==> src/rtl/multicycle_controller_if.sv <==
// rtl/multicycle_controller_if.sv - control/status bundle between multicycle controller and datapath
interface multicycle_controller_if #(
  parameter int OPW  = 5,
  parameter int ALUW = 4
);
  // datapath -> controller
  logic [OPW-1:0]  op;
  logic [ALUW-1:0] funct;
  logic            zero;
  logic            mem_ready;
  // controller -> datapath
  logic            pcen;
  logic            iord;
  logic            memwrite;
  logic            irwrite;
  logic            regdst;
  logic            memtoreg;
  logic            regwrite;
  logic            alusrca;
  logic [1:0]      alusrcb;
  logic [1:0]      pcsrc;
  logic [ALUW-1:0] alucontrol;
  logic            illegal_op;
  logic            instr_done;
  logic [3:0]      state;

  modport master (
    input  op, funct, zero, mem_ready,
    output pcen, iord, memwrite, irwrite, regdst, memtoreg, regwrite,
           alusrca, alusrcb, pcsrc, alucontrol, illegal_op, instr_done, state
  );

  modport slave (
    output op, funct, zero, mem_ready,
    input  pcen, iord, memwrite, irwrite, regdst, memtoreg, regwrite,
           alusrca, alusrcb, pcsrc, alucontrol, illegal_op, instr_done, state
  );
endinterface

==> src/rtl/multicycle_controller.sv <==
// rtl/multicycle_controller.sv - multicycle CPU control FSM with memory-ready handshake
module multicycle_controller #(
  parameter int              OPW     = 5,
  parameter int              ALUW    = 4,
  parameter logic [OPW-1:0]  OP_R    = OPW'(0),
  parameter logic [OPW-1:0]  OP_LW   = OPW'(1),
  parameter logic [OPW-1:0]  OP_SW   = OPW'(2),
  parameter logic [OPW-1:0]  OP_BEQ  = OPW'(3),
  parameter logic [OPW-1:0]  OP_ADDI = OPW'(4),
  parameter logic [OPW-1:0]  OP_J    = OPW'(5),
  parameter logic [ALUW-1:0] ALU_ADD = ALUW'(0),
  parameter logic [ALUW-1:0] ALU_SUB = ALUW'(1)
) (
  input  logic                   clk,
  input  logic                   reset,
  multicycle_controller_if.master bus
);

  localparam logic [3:0] S_FETCH   = 4'd0;
  localparam logic [3:0] S_DECODE  = 4'd1;
  localparam logic [3:0] S_MEMADR  = 4'd2;
  localparam logic [3:0] S_MEMRD   = 4'd3;
  localparam logic [3:0] S_MEMWB   = 4'd4;
  localparam logic [3:0] S_MEMWR   = 4'd5;
  localparam logic [3:0] S_EXECUTE = 4'd6;
  localparam logic [3:0] S_ALUWB   = 4'd7;
  localparam logic [3:0] S_BRANCH  = 4'd8;
  localparam logic [3:0] S_ADDIEX  = 4'd9;
  localparam logic [3:0] S_ADDIWB  = 4'd10;
  localparam logic [3:0] S_JUMP    = 4'd11;

  logic [3:0]      state_q, state_d;
  logic            pcwrite, branch;
  logic            iord, memwrite, irwrite, regdst, memtoreg, regwrite, alusrca;
  logic [1:0]      alusrcb, pcsrc;
  logic [ALUW-1:0] alucontrol;
  logic            illegal_op, instr_done;

  // Next-state and per-state control decode (Mealy on mem_ready in wait states)
  always_comb begin
    state_d    = state_q;
    pcwrite    = 1'b0;
    branch     = 1'b0;
    iord       = 1'b0;
    memwrite   = 1'b0;
    irwrite    = 1'b0;
    regdst     = 1'b0;
    memtoreg   = 1'b0;
    regwrite   = 1'b0;
    alusrca    = 1'b0;
    alusrcb    = 2'b00;
    pcsrc      = 2'b00;
    alucontrol = ALU_ADD;
    illegal_op = 1'b0;
    instr_done = 1'b0;
    case (state_q)
      S_FETCH: begin
        alusrcb = 2'b01;
        irwrite = bus.mem_ready;
        pcwrite = bus.mem_ready;
        if (bus.mem_ready) state_d = S_DECODE;
      end
      S_DECODE: begin
        alusrcb = 2'b11;
        if (bus.op == OP_LW || bus.op == OP_SW) state_d = S_MEMADR;
        else if (bus.op == OP_R)                state_d = S_EXECUTE;
        else if (bus.op == OP_BEQ)              state_d = S_BRANCH;
        else if (bus.op == OP_ADDI)             state_d = S_ADDIEX;
        else if (bus.op == OP_J)                state_d = S_JUMP;
        else begin
          // unknown opcode: abandon the instruction and refetch
          state_d    = S_FETCH;
          illegal_op = 1'b1;
          instr_done = 1'b1;
        end
      end
      S_MEMADR: begin
        alusrca = 1'b1;
        alusrcb = 2'b10;
        state_d = (bus.op == OP_SW) ? S_MEMWR : S_MEMRD;
      end
      S_MEMRD: begin
        iord = 1'b1;
        if (bus.mem_ready) state_d = S_MEMWB;
      end
      S_MEMWB: begin
        memtoreg   = 1'b1;
        regwrite   = 1'b1;
        instr_done = 1'b1;
        state_d    = S_FETCH;
      end
      S_MEMWR: begin
        iord       = 1'b1;
        memwrite   = 1'b1;
        instr_done = bus.mem_ready;
        if (bus.mem_ready) state_d = S_FETCH;
      end
      S_EXECUTE: begin
        alusrca    = 1'b1;
        alucontrol = bus.funct;
        state_d    = S_ALUWB;
      end
      S_ALUWB: begin
        regdst     = 1'b1;
        regwrite   = 1'b1;
        instr_done = 1'b1;
        state_d    = S_FETCH;
      end
      S_BRANCH: begin
        alusrca    = 1'b1;
        alucontrol = ALU_SUB;
        branch     = 1'b1;
        pcsrc      = 2'b01;
        instr_done = 1'b1;
        state_d    = S_FETCH;
      end
      S_ADDIEX: begin
        alusrca = 1'b1;
        alusrcb = 2'b10;
        state_d = S_ADDIWB;
      end
      S_ADDIWB: begin
        regwrite   = 1'b1;
        instr_done = 1'b1;
        state_d    = S_FETCH;
      end
      S_JUMP: begin
        pcsrc      = 2'b10;
        pcwrite    = 1'b1;
        instr_done = 1'b1;
        state_d    = S_FETCH;
      end
      default: state_d = S_FETCH;
    endcase
  end

  // Drive outputs; reset forces everything low so an aborted store drops memwrite at once
  always_comb begin
    if (reset) begin
      bus.pcen       = 1'b0;
      bus.iord       = 1'b0;
      bus.memwrite   = 1'b0;
      bus.irwrite    = 1'b0;
      bus.regdst     = 1'b0;
      bus.memtoreg   = 1'b0;
      bus.regwrite   = 1'b0;
      bus.alusrca    = 1'b0;
      bus.alusrcb    = 2'b00;
      bus.pcsrc      = 2'b00;
      bus.alucontrol = '0;
      bus.illegal_op = 1'b0;
      bus.instr_done = 1'b0;
      bus.state      = 4'd0;
    end else begin
      bus.pcen       = pcwrite | (branch & bus.zero);
      bus.iord       = iord;
      bus.memwrite   = memwrite;
      bus.irwrite    = irwrite;
      bus.regdst     = regdst;
      bus.memtoreg   = memtoreg;
      bus.regwrite   = regwrite;
      bus.alusrca    = alusrca;
      bus.alusrcb    = alusrcb;
      bus.pcsrc      = pcsrc;
      bus.alucontrol = alucontrol;
      bus.illegal_op = illegal_op;
      bus.instr_done = instr_done;
      bus.state      = state_q;
    end
  end

  // State register, asynchronously returned to FETCH
  always_ff @(posedge clk or posedge reset) begin
    if (reset) state_q <= S_FETCH;
    else       state_q <= state_d;
  end

endmodule

==> src/flat_wrapper.sv <==
// flat-port wrapper written by rule: the top's interface ports become plain ports
module multicycle_controller_flat 
#(
  parameter int              OPW     = 5,
  parameter int              ALUW    = 4,
  parameter logic [OPW-1:0]  OP_R    = OPW'(0),
  parameter logic [OPW-1:0]  OP_LW   = OPW'(1),
  parameter logic [OPW-1:0]  OP_SW   = OPW'(2),
  parameter logic [OPW-1:0]  OP_BEQ  = OPW'(3),
  parameter logic [OPW-1:0]  OP_ADDI = OPW'(4),
  parameter logic [OPW-1:0]  OP_J    = OPW'(5),
  parameter logic [ALUW-1:0] ALU_ADD = ALUW'(0),
  parameter logic [ALUW-1:0] ALU_SUB = ALUW'(1)
)
  (clk, reset, bus_op, bus_funct, bus_zero, bus_mem_ready, bus_pcen, bus_iord, bus_memwrite, bus_irwrite, bus_regdst, bus_memtoreg, bus_regwrite, bus_alusrca, bus_alusrcb, bus_pcsrc, bus_alucontrol, bus_illegal_op, bus_instr_done, bus_state);
  multicycle_controller_if #(.OPW(OPW), .ALUW(ALUW)) bus_i ();
  input  logic clk;
  input  logic reset;
  input wire logic [$bits(bus_i.op)-1:0] bus_op;
  input wire logic [$bits(bus_i.funct)-1:0] bus_funct;
  input wire logic [$bits(bus_i.zero)-1:0] bus_zero;
  input wire logic [$bits(bus_i.mem_ready)-1:0] bus_mem_ready;
  output wire logic [$bits(bus_i.pcen)-1:0] bus_pcen;
  output wire logic [$bits(bus_i.iord)-1:0] bus_iord;
  output wire logic [$bits(bus_i.memwrite)-1:0] bus_memwrite;
  output wire logic [$bits(bus_i.irwrite)-1:0] bus_irwrite;
  output wire logic [$bits(bus_i.regdst)-1:0] bus_regdst;
  output wire logic [$bits(bus_i.memtoreg)-1:0] bus_memtoreg;
  output wire logic [$bits(bus_i.regwrite)-1:0] bus_regwrite;
  output wire logic [$bits(bus_i.alusrca)-1:0] bus_alusrca;
  output wire logic [$bits(bus_i.alusrcb)-1:0] bus_alusrcb;
  output wire logic [$bits(bus_i.pcsrc)-1:0] bus_pcsrc;
  output wire logic [$bits(bus_i.alucontrol)-1:0] bus_alucontrol;
  output wire logic [$bits(bus_i.illegal_op)-1:0] bus_illegal_op;
  output wire logic [$bits(bus_i.instr_done)-1:0] bus_instr_done;
  output wire logic [$bits(bus_i.state)-1:0] bus_state;
  assign bus_i.op = bus_op;
  assign bus_i.funct = bus_funct;
  assign bus_i.zero = bus_zero;
  assign bus_i.mem_ready = bus_mem_ready;
  assign bus_pcen = bus_i.pcen;
  assign bus_iord = bus_i.iord;
  assign bus_memwrite = bus_i.memwrite;
  assign bus_irwrite = bus_i.irwrite;
  assign bus_regdst = bus_i.regdst;
  assign bus_memtoreg = bus_i.memtoreg;
  assign bus_regwrite = bus_i.regwrite;
  assign bus_alusrca = bus_i.alusrca;
  assign bus_alusrcb = bus_i.alusrcb;
  assign bus_pcsrc = bus_i.pcsrc;
  assign bus_alucontrol = bus_i.alucontrol;
  assign bus_illegal_op = bus_i.illegal_op;
  assign bus_instr_done = bus_i.instr_done;
  assign bus_state = bus_i.state;
  multicycle_controller #(.OPW(OPW), .ALUW(ALUW), .OP_R(OP_R), .OP_LW(OP_LW), .OP_SW(OP_SW), .OP_BEQ(OP_BEQ), .OP_ADDI(OP_ADDI), .OP_J(OP_J), .ALU_ADD(ALU_ADD), .ALU_SUB(ALU_SUB)) u_core (.clk(clk), .reset(reset), .bus(bus_i));
endmodule
==> config.mk <==
export PLATFORM = sky130hd
export DESIGN_NAME = multicycle_controller_flat
export DESIGN_NICKNAME = d
export VERILOG_FILES = /design/src/rtl/multicycle_controller_if.sv /design/src/rtl/multicycle_controller.sv /design/src/flat_wrapper.sv
export SDC_FILE = /design/constraint.sdc
export NUM_CORES = 1
export LEC_CHECK = 0
export CAP_MARGIN = 0
export CORE_ASPECT_RATIO = 1.4
export CORE_MARGIN = 2
export CORE_UTILIZATION = 32
export CTS_CLUSTER_SIZE = 20
export DETAILED_ROUTE_END_ITERATION = 8
export PLACE_DENSITY = 0.76
export SLEW_MARGIN = 20
export SYNTH_ARGS = -nofsm -noshare
export SYNTH_HDL_FRONTEND = slang
export SYNTH_SLANG_ARGS = --single-unit
==> constraint.sdc <==
create_clock -name clk -period 2 [get_ports clk]
set_input_delay 0.5 -clock clk [delete_from_list [all_inputs] [get_ports clk]]
set_output_delay 0.5 -clock clk [all_outputs]
set_load 0.05 [all_outputs]
# == After elaboration in Yosys (flattened, before gate mapping) ==
# Index checks and enable logic that the tools add are counted.
# classes
muxes,43
bitwise_logic,2
n_reduce_logical,9
eq_ne,19
# ops
operator,n
4-bit two-way mux,10
4-bit one-hot mux with 7 select lines,1
1-bit two-way mux,24
4-bit by 3-bit == test with 1-bit output (second input constant),4
4-bit == test (second input constant),4
5-bit by 2-bit == test with 1-bit output (second input constant),2
5-bit by 3-bit == test with 1-bit output (second input constant),2
4-bit by 2-bit == test with 1-bit output (second input constant),2
4-bit one-hot mux with 2 select lines,1
2-bit != test (second input constant),3
2-bit one-hot mux with 3 select lines,1
5-bit by 1-bit == test with 1-bit output (second input constant),1
5-bit logical NOT,1
5-bit OR reduction,1
4-bit by 1-bit == test with 1-bit output (second input constant),1
4-bit logical NOT,1
2-bit two-way mux,2
2-bit one-hot mux with 2 select lines,1
2-bit OR reduction,2
4-bit OR reduction,1
3-bit two-way mux,1
1-bit one-hot mux with 3 select lines,1
3-bit AND reduction,1
3-bit OR reduction,1
4 further kinds,4
# totals
inputBits,13
out_inout_bits,22
wordCells,74
regBits,4

# == Longest topological paths before layout ==
# depth
depth_word,8
ltp_mapped,5
depth_no_buf,3

# == Worst setup path after synthesis ==
# OpenSTA, ideal clock, no wires.
# synth_timing
path_kind,register -> output
start,register u_core.state_q[2]
end,output port bus_irwrite
n_path_buf,1
path_stages_with_launch,4
arrival_time_ns,2.326
required_ns,1.500
slack_ns,-0.826
path_cell_list,dfrtp_1 buf_6 or3_4 nor4_1
# synth_via
elab_chain_cells,3
# synth_rtl
item,line,text
start: declaration,multicycle_controller.sv:32,"logic [3:0] state_q, state_d;"
start signal: assignment,multicycle_controller.sv:175,else state_q <= state_d;
4-bit logical NOT,multicycle_controller.sv:56,case (state_q)
1-bit two-way mux,multicycle_controller.sv:56,
1-bit two-way mux,multicycle_controller.sv:139,if (reset) begin
end: declaration,flat_wrapper.sv:26,output wire logic [$bits(bus_i.irwrite)-1:0] bus_irwrite;
# No other way between the ends.

# == Final worst setup path ==
# layout_timing
start,register u_core.state_q[0]
end,output port bus_alucontrol[2]
# layout_via
elab_chain_cells,3
word_cells_on_any_way,4
cone_classes,eq/ne: 2; mux: 2
# layout_rtl
item,line,text
4-bit == test or 4-bit by 3-bit == test with 1-bit output (tied branches),multicycle_controller.sv:56,
4-bit one-hot mux with 2 select lines (*),multicycle_controller.sv:56,
4-bit two-way mux (*),multicycle_controller.sv:139,
end: declaration,flat_wrapper.sv:33,output wire logic [$bits(bus_i.alucontrol)-1:0] bus_alucontrol;
# Mark *: on every way between the ends. The rest lies on a longest branch, timed or not.

==> results_dict.tcl <==
set metrics [dict create \
    status "complete, but fails checks" \
    failed_checks "setup timing" \
    antenna_found_initial 0 \
    ios 35 \
    cts_root_buffer "clkbuf_4" \
    cts.sinks 4 \
    yosysWarnings 0 \
    drtPass1Iterations 5 \
    grtUsageTotal_pct 25.06 \
    crit_fanout 6 \
    clk-insertion-delay-late_ns 0.25 \
    drt_iter0_drc 30 \
    multiInputGateArea_um2 699.4 \
    final_nets 159 \
    die_h_um 55.79 \
    setup-tns-final_ns -0.8743 \
    fmax_mhz 472.6 \
    fin_total_pwr_w 0.001860 \
    seqCellArea_um2 103.9 \
    wl_per_cell_um 20.41 \
    dp_hpwl_um 1858 \
    p_int_w 0.0009359 \
    drive_above_1_share_pct 67.36 \
    cts_tree "done" \
    place.gp.congestion 0.8659 \
    clkTransAtPathRegs_ns 0.05 \
    layout_min_cycle_time_ns 2.116 \
    syn_area_um2 613.1 \
    cp_slowest_cell "dfrtp_2" \
    cts.hold.buffers_added 0 \
    global_route.overflow_total 0 \
    coreArea_um2 1779 \
    drv_slew 0 \
    finalHoldWorstSlack_ns 0.3611 \
    slew_headroom_pct 66.85 \
    path_buf_inv 1 \
    p_clk_share_pct 6.1 \
    hold_class "in2async" \
    ir_drop_mv 0.8419 \
    grt_setup_unrepaired "yes" \
    cap_violations 0 \
    avgSynthCellArea_um2 7.387 \
    portBuffers 34 \
    die_w_um 41.00 \
    drt_wl_total_um 3347 \
    rr_startpoint "u_core.state_q[1]$_DFFE_PP0P_" \
    start_util_pct 34.46 \
    max_stage_delay_ns 0.47 \
    crit_end "bus_alucontrol[2]" \
    worstMarginPinSlew_ns 0.4928 \
    leakagePower_nw 0.6938 \
    path_class "reg2out" \
    grt_max_degree 11 \
    htreeDepth 1 \
    synth.distinct_cells 33 \
    switching_share_pct 49.68 \
    fin_crit_sh_pct 105.8 \
    vias 933 \
    cts_made_buffers 3 \
    seq_area_frac_synth_pct 16.33 \
    layout_setup_ws_ns -0.1159 \
    nFillCells 59 \
    r2r_end "u_core.state_q[2]$_DFFE_PP0P_" \
    seqPwrFrac_pct 9.3 \
    worstSetupEndpointType "primary output" \
    clock_path_buffers 2 \
    r2r_slack_ns 0.54 \
    crit_chain "nor2b_4 > nor3b_4 > and2_4 > buf_12" \
    hold_violations 0 \
    required_ns 1.50 \
    drc 0 \
    power.share.combinational_pct 84.6 \
    synth_seq_cells 4 \
    drtAntennaViolNets 0 \
    top_regs "u_core.state_q (4)" \
    grt_pass1_wl_um 4126 \
    critPathLaunch "u_core.state_q[0]$_DFFE_PP0P_" \
    r2r_cells 5 \
    area_growth_pct 172.0 \
    die_area_um2 2287 \
    switching_power_w 0.0009239 \
    crit_cells 4 \
    post_drt_via_cell_ratio 5.689 \
    synthCells 83 \
    p_per_area_nw_per_um2 1115 \
    largest-register "u_core.state_q" \
    rows 18 \
    critPathLaunchType "flop" \
    setup_viol 10 \
    syn_nets 96 \
    worstPathArrival_ns 1.62 \
    largest_register_ffs 4 \
    critical_path.top_delay_family "simple AND/OR/NAND/NOR gates" \
    fin_skew_ns 0.01523 \
    n_antenna_cell 0 \
    grt_pass1_vias 955 \
]
[metal layers]
layer / part of all wire, % / routed length (um) / vias to the layer above / global-route usage (%)
li1: - / - / 421 / -
met1: 34 / 1123 / 446 / 28.15
met2: 57 / 1895 / 52 / 43.08
met3: 5.3 / 176 / 14 / 5.200
met4: 4.5 / 152 / 0 / 8.095
met5: 0 / 0 / - / 0
[repair_timing]
item / in CTS / in global routing
pin swaps: 13 / 8
gates resized for setup: 27 / 19
buffers inserted: 5 / 2
setup endpoints to repair: 22 / 14
[worst min-delay path, delay by kind of cell]
family	cells	cell delay (ns)
buffers and inverters	3	0.48
[how the worst min path moves through the flow]
stage / end / slack, ns / depth (start not counted)
floorplan: u_core.state_q[3]$_DFFE_PP0P_ / 0.62 / 3
global placement: u_core.state_q[3]$_DFFE_PP0P_ / 0.75 / 3
detailed placement: u_core.state_q[3]$_DFFE_PP0P_ / 0.75 / 3
CTS: u_core.state_q[0]$_DFFE_PP0P_ / 0.45 / 3
global route: u_core.state_q[0]$_DFFE_PP0P_ / 0.38 / 3
finish: u_core.state_q[0]$_DFFE_PP0P_ / 0.36 / 3
[cells by family after synthesis]
family / share of synthesized area, %
DFF: 16.33
muxes: 5.102
AOI/OAI and AO/OA: 22.86
and+or+nand+nor: 46.53
xor gates and xnor gates: 1.429
buffers and inverters: 7.754
[through the flow]
step / cells / utilization (%) / cell area, um^2 / setup WS [ns]
final: 164 / 93.74 / 1668 / -0.1159
after global routing: 164 / 93.74 / 1668 / -0.1838
after CTS: 162 / 89.10 / 1585 / -0.1361
after detailed placement: 154 / 81.65 / 1453 / -0.3248
after global placement: 154 / 81.65 / 1453 / -0.2765
after floorplan: 83 / - / 726.9 / -0.2855
[power groups by stage]
| stage | Sequential (W) | Combinational (W) | Clock, W |
|---|---|---|---|
| 3_3_place_gp | 0.000146 | 0.00128 | 0 |
| 2_1_floorplan | 0.000129 | 0.000745 | 0 |
| 3_5_place_dp | 0.000147 | 0.00130 | 0 |
| 4_1_cts | 0.000160 | 0.00142 | 0.000108 |
| 6_report | 0.000172 | 0.00157 | 0.000114 |
| 5_1_grt | 0.000175 | 0.00163 | 0.000123 |
[cell type report]
| class | count | share of cell area [%] |
|---|---|---|
| Multi-Input combinational cell | 70 | 41.94 |
| Sequential cell | 4 | 6.227 |
| Clock buffer | 3 | 1.350 |
| Timing Repair Buffer | 65 | 48.54 |
| Inverter | 2 | 0.4501 |
| Tap cell | 20 | 1.500 |
[layout by cell type, fill, tap and decap left out, types with 4 or more instances in the layout]
master	n
nor2_4	4
buf_4	27
buf_6	4
a211oi_4	4
nand2b_4	4
a21oi_1	4
clkdlybuf4s50_1	4
buf_12	22
dlymetal6s2s_1	4
nand3b_1	4
[cell usage after synthesis, drive strengths merged]
cell type  count  area share, %
nor3           2            1.6
a21oi          6            4.9
a21o           1            1.2
nand2b         5            6.3
or2            1            1.0
nor3b          4            4.9
nor2           8            4.9
and3           1            1.0
nand2          3            1.8
mux2i          2            3.3
a21boi         1            1.2
a31oi          2            2.0
o32ai          1            1.4
and2           4            4.1
a211oi         5            8.2
inv            2            1.2
nor4           4            4.1
o22ai          1            1.0
nand3b         4            4.9
mux2           1            1.8
buf            6            5.9
dfrtp          4             16
o21ai          2            1.6
nand4b         2            2.9
or3            2            2.9
clkbuf         1           0.61
o21a           1            1.2
xor2           1            1.4
nor2b          6            6.1
Note: power is estimated with default switching activity, not from simulation.
